## src/rtl/sub_pix_shift_lanes.sv

```systemverilog
// Multi-lane sub-pixel shifter: each pixel is linearly interpolated toward its
// previous or next neighbour, with neighbours carried across beat boundaries.
module sub_pix_shift_lanes #(
   parameter int L = 4,
   parameter int W = 14,
   parameter int F = 8
) (
   input  logic           clk,
   input  logic           reset,
   input  logic [L*W-1:0] sample_in,
   input  logic           sample_in_v,
   output logic           sample_in_rdy,
   input  logic           sol,
   input  logic           eol,
   input  logic [F-1:0]   fract_steps,
   input  logic           shift_dir,
   output logic [L*W-1:0] sample_out,
   output logic           sample_out_v,
   output logic           out_sol,
   output logic           out_eol,
   output logic           err_no_eol
);

   localparam logic [1:0] IDLE  = 2'd0;
   localparam logic [1:0] HOLD  = 2'd1;
   localparam logic [1:0] FLUSH = 2'd2;

   localparam int PW = W + F + 2;
   localparam logic signed [PW-1:0] HALF = PW'(2 ** (F - 1));

   logic [1:0]     state;
   logic [L*W-1:0] hold;
   logic [W-1:0]   prev_pix;
   logic [F-1:0]   frac;
   logic           dir;
   logic           hold_sol;
   logic           err;

   logic           accept;
   logic           start;
   logic           rel_v;
   logic           rel_eol;
   logic [W-1:0]   rel_next;
   logic [L*W-1:0] prev_vec;
   logic [L*W-1:0] next_vec;
   logic [L*W-1:0] rel_nb;

   logic           s1_v;
   logic           s1_sol;
   logic           s1_eol;
   logic [L*W-1:0] s1_cen;
   logic [L*W-1:0] s1_nb;
   logic [F-1:0]   s1_frac;
   logic [L*W-1:0] s2_data;

   logic           out_v_r;
   logic           out_sol_r;
   logic           out_eol_r;
   logic [L*W-1:0] out_data;

   // Round half toward +inf, then clamp to the unsigned sample range.
   function automatic logic [W-1:0] interp(input logic [W-1:0] a,
                                           input logic [W-1:0] n,
                                           input logic [F-1:0] fr);
      logic signed [W:0]    d;
      logic signed [PW-1:0] p;
      logic signed [W+1:0]  s;
      d = $signed({1'b0, n}) - $signed({1'b0, a});
      p = PW'(d) * PW'($signed({1'b0, fr})) + HALF;
      s = $signed({2'b00, a}) + (W+2)'(p >>> F);
      if (s[W+1])
         interp = '0;
      else if (s[W])
         interp = '1;
      else
         interp = s[W-1:0];
   endfunction

   assign sample_in_rdy = reset && (state != FLUSH);
   assign accept        = sample_in_v && sample_in_rdy;
   assign start         = accept && sol;

   always_comb begin
      rel_v    = 1'b0;
      rel_eol  = 1'b0;
      rel_next = hold[(L-1)*W +: W];
      if (state == HOLD && accept) begin
         rel_v = 1'b1;
         if (sol)
            rel_eol = 1'b1;
         else
            rel_next = sample_in[W-1:0];
      end else if (state == FLUSH) begin
         rel_v   = 1'b1;
         rel_eol = 1'b1;
      end
   end

   // Whole-beat shifts give every lane its left/right neighbour at once.
   assign prev_vec = {hold[(L-1)*W-1:0], prev_pix};
   assign next_vec = {rel_next, hold[L*W-1:W]};
   assign rel_nb   = dir ? prev_vec : next_vec;

   always_comb begin
      s2_data = '0;
      for (int unsigned j = 0; j < L; j++)
         s2_data[j*W +: W] = interp(s1_cen[j*W +: W], s1_nb[j*W +: W], s1_frac);
   end

   always_ff @(posedge clk) begin
      if (!reset) begin
         state     <= IDLE;
         hold      <= '0;
         prev_pix  <= '0;
         frac      <= '0;
         dir       <= 1'b0;
         hold_sol  <= 1'b0;
         err       <= 1'b0;
         s1_v      <= 1'b0;
         s1_sol    <= 1'b0;
         s1_eol    <= 1'b0;
         s1_cen    <= '0;
         s1_nb     <= '0;
         s1_frac   <= '0;
         out_v_r   <= 1'b0;
         out_sol_r <= 1'b0;
         out_eol_r <= 1'b0;
         out_data  <= '0;
      end else begin
         // A sol in HOLD releases the old line (above) and opens the new one here.
         if (start) begin
            hold     <= sample_in;
            prev_pix <= sample_in[W-1:0];
            frac     <= fract_steps;
            dir      <= shift_dir;
            hold_sol <= 1'b1;
            state    <= eol ? FLUSH : HOLD;
         end else if (state == HOLD && accept) begin
            prev_pix <= hold[(L-1)*W +: W];
            hold     <= sample_in;
            hold_sol <= 1'b0;
            state    <= eol ? FLUSH : HOLD;
         end else if (state == FLUSH) begin
            state <= IDLE;
         end
         if (state == HOLD && start)
            err <= 1'b1;

         s1_v <= rel_v;
         if (rel_v) begin
            s1_cen  <= hold;
            s1_nb   <= rel_nb;
            s1_frac <= frac;
            s1_sol  <= hold_sol;
            s1_eol  <= rel_eol;
         end

         out_v_r   <= s1_v;
         out_sol_r <= s1_v && s1_sol;
         out_eol_r <= s1_v && s1_eol;
         if (s1_v)
            out_data <= s2_data;
      end
   end

   assign sample_out   = reset ? out_data : '0;
   assign sample_out_v = reset && out_v_r;
   assign out_sol      = reset && out_sol_r;
   assign out_eol      = reset && out_eol_r;
   assign err_no_eol   = reset && err;

endmodule

```

## config.mk

```make
export PLATFORM = sky130hd
export DESIGN_NAME = sub_pix_shift_lanes
export DESIGN_NICKNAME = d
export VERILOG_FILES = /design/src/rtl/sub_pix_shift_lanes.sv
export SDC_FILE = /design/constraint.sdc
export NUM_CORES = 2
export LEC_CHECK = 0
export ABC_AREA = 1
export BUFFER_PORTS_ARGS = -buffer_cell sky130_fd_sc_hd__buf_2
export CORE_ASPECT_RATIO = 0.7
export CORE_MARGIN = 8
export CORE_UTILIZATION = 59
export CTS_CLUSTER_SIZE = 20
export DETAILED_ROUTE_END_ITERATION = 12
export PLACE_DENSITY = 0.8
export SLEW_MARGIN = 40
export SYNTH_ARGS = -nofsm -noshare
export SYNTH_HDL_FRONTEND = slang
export SYNTH_SLANG_ARGS = --single-unit
```

## constraint.sdc

```tcl
create_clock -name clk -period 7.32 [get_ports clk]
set_clock_uncertainty 0.05 [all_clocks]
set_input_delay 0.732 -clock clk [delete_from_list [all_inputs] [get_ports clk]]
set_output_delay 0.732 -clock clk [all_outputs]
set_load 0.005 [all_outputs]
```

==> out/results.tsv <==
stage	metric	value	unit
setup_path	R2R Setup Slk	-730	ps
timing	final slew viol count	0	
timing	min setup slack post-route	-731	ps
setup_path	critical path's slowest cell	fa_1	
synthesis	Yosys top cell area share	0.233	
synthesis	Netlist cell types	55	
clocking	Worst-Skew Late Latency	630	ps
cells_and_area	final net count	6133	
cells_and_area	Layout Area Growth over Synthesis	33.7	%
synthesis	syn_nets	5383	
synthesis	count leader, synth	nand2_1	
clocking	clock sinks	265	
timing	top achievable clock speed	124	MHz
synthesis	Mapped Cells	4573	
outcome	outcome	complete, but fails checks	
cells_and_area	fillers	3300	
power_and_ir_drop	Worst IR Drop VDD	0.261	mV
timing	worst slew pin tran	852	ps
floorplan	I/O pin count	131	
setup_path	Crit. End Element	flip-flop	
place	DP HPWL	84.4	mm
synthesis	Post-synth top cells	1000 x nand2_1, 731 x inv_1, 490 x nor2_1, 392 x fa_1, 348 x ha_1	
setup_path	crit path kind	flip-flop to flip-flop	
place	Final GP Congestion	0.993	
clocking	root buf cell	clkbuf_16	
timing	Final Setup Violations	56	
setup_path	Max stage delay on crit path	540	ps
power_and_ir_drop	Leakage	0.0240	uW
clocking	H-tree depth	1	
clocking	Post-CTS Hold Fix Bufs	0	
route	via count	36496	
worst_hold_path	Hold Path Class	input port to flip-flop	
route	drt drc	0	
synthesis	Synth Cell Area	0.0337	mm2
cells_and_area	fraction of layout instances using a drive strength above 1	0.308	
global_route	Total GRT Usage	0.336	
setup_path	Crit path required time	7850	ps
global_route	global-route wire length before repair	179	mm
global_route	largest net degree at the start of global routing	98	
route	Routed WL per cell	21.0	um
timing	RSZ-0062 raised after global routing	yes	
synthesis	Post-synth EDFFs	0	
route	first-pass iteration count of the detailed router	8	
global_route	antenna violations before repair	1	
floorplan	Die Span X	302	um
route	Post-Route WL	128	mm
floorplan	Rows	73	
synthesis	mean post-synth cell area	7.38	um2
clocking	CTS tree	yes	
clocking	CTS max path bufs	3	
floorplan	core area	0.0566	mm2
synthesis	Post-synth ARST share	0	
job	max-cap viol count	0	
route	Iter 0 DRT Violations	5262	
setup_path	cell mode on critical path	nand2_1	
worst_hold_path	worst hold stages	2	
synthesis	ranking of synthesized cells by area	fa_1 23%, dfxtp_1 16%, ha_1 13%	
synthesis	Yosys top cell by area	fa_1	
timing	part of the cycle the worst path needs	1.10	
synthesis	YS warnings	0	
clocking	clock-pin slew of the registers on the worst-case setup and hold paths	80	ps
setup_path	worst path arrival time	8580	ps
synthesis	top_reg_cell synth	dfxtp_1	
timing	Final Hold Viols	0	
route	via/cell ratio	5.99	
floorplan	die area	0.0652	mm2
floorplan	Initial Util	0.596	
floorplan	DIE HEIGHT	216	um
route	Final ANT Viol Nets	0	
global_route	gr ovfl total	0	
synthesis	Seq/Total Area, Yosys	0.157	
power_and_ir_drop	Tot Pwr	11000	uW
clocking	CTS Buf Count	29	
timing	min cycle time layout	8050	ps
place	dpl ws	-471	ps
synthesis	flops & latches, synth	265	
setup_path	CP startpoint kind	flip-flop	
setup_path	path depth of the worst reg2reg path	44	
power_and_ir_drop	P per Cell Area	244	mW/mm2
setup_path	Worst Path Max Fanout	7	
outcome	failing checks	setup timing	
place	I/O Buffers	130	
global_route	vias in the first global route	34345	
timing	Worst slew margin	0.429	
## kinds of logic after synthesis
| group | count (synthesis) | synth area share |
|---|---|---|
| compound gates | 658 | 0.107 |
| buf+inv | 901 | 0.104 |
| flops | 265 | 0.157 |
| mux | 2 | 0.000593 |
| fa+ha+maj | 740 | 0.362 |
| xor+xnor | 132 | 0.0345 |
| simple gates | 1875 | 0.235 |
## layout by cell type (no fill, tap or decap), types with 111 or more instances in the layout
master   count
buf_2      129
a21oi_1    188
ha_1       243
dfxtp_1    245
inv_1      689
buf_4      692
nand3_1    128
fa_1       369
o21ai_0    217
nand2_2    111
nor2_1     441
nand2_1    885
## path summary, 6_finish.rpt
path,start,endpoint
min,eol,state[0]
max,s1_nb[42],out_data[55]
max reg2reg,s1_nb[42],out_data[55]
min reg2reg,s1_eol,out_eol_r
## what timing repair did
item	in CTS	in global routing
cloned	7	7
endpoints found under the setup margin	56	56
gates resized for setup	304	462
pin swaps	175	336
hold endpoints to repair	0	0
buffers inserted	68	45
## per-stage QoR
stage	utilization	cell area, um2	std cells	hold WS, ps	TNS (ps)
finish	0.797	45100	6097	240	-20020
global route	0.797	45100	6094	263	-31550
CTS	0.750	42500	6047	260	-137
detailed placement	0.696	39400	5920	387	-19770
global placement	0.696	39400	5920	374	-10950
floorplan	-	33700	4573	358	0
## worst max-delay path: cells and delay by family (launching register included)
| family | cells | cell delay (ps) |
|---|---|---|
| fa+ha+maj | 9 | 3420 |
| flops | 1 | 330 |
| xor+xnor | 2 | 320 |
| compound gates | 5 | 660 |
| buf+inv | 7 | 780 |
| simple gates | 21 | 2440 |
## state kept, by name (all words and copies together) (netlist names), 2 cells and up
name,flops
hold,56
out_data,56
s1_cen,56
s1_nb,56
prev_pix,14
frac,8
s1_frac,8
state,2
## per-layer routing
| layer | global-route usage | vias up | routed length (um) |
|---|---|---|---|
| met4 | 0.106 | 4 | 7380 |
| met2 | 0.502 | 2771 | 54700 |
| met5 | 0 | - | 92 |
| li1 | - | 15884 | - |
| met1 | 0.468 | 17177 | 47800 |
| met3 | 0.0972 | 660 | 18300 |
## report_power, final
part	total [uW]	switching, uW	internal, uW	leakage, uW
sequential	1630	96.6	1530	0.00216
clock	1650	716	933	0.000494
combinational	7730	4280	3450	0.0214
total	11000	5090	5910	0.0240
## final cells by class
type | count | area (um2) | share of cell area
Antenna cell | 3 | 7.51 | 0.000166
Clock buffer | 33 | 761 | 0.0169
Clock inverter | 19 | 270 | 0.00599
Inverter | 747 | 2810 | 0.0623
Multi-Input combinational cell | 3413 | 28500 | 0.631
Sequential cell | 265 | 5340 | 0.118
Tap cell | 750 | 938 | 0.0208
Timing Repair Buffer | 867 | 6540 | 0.145
(Power assumes the default switching activity.)
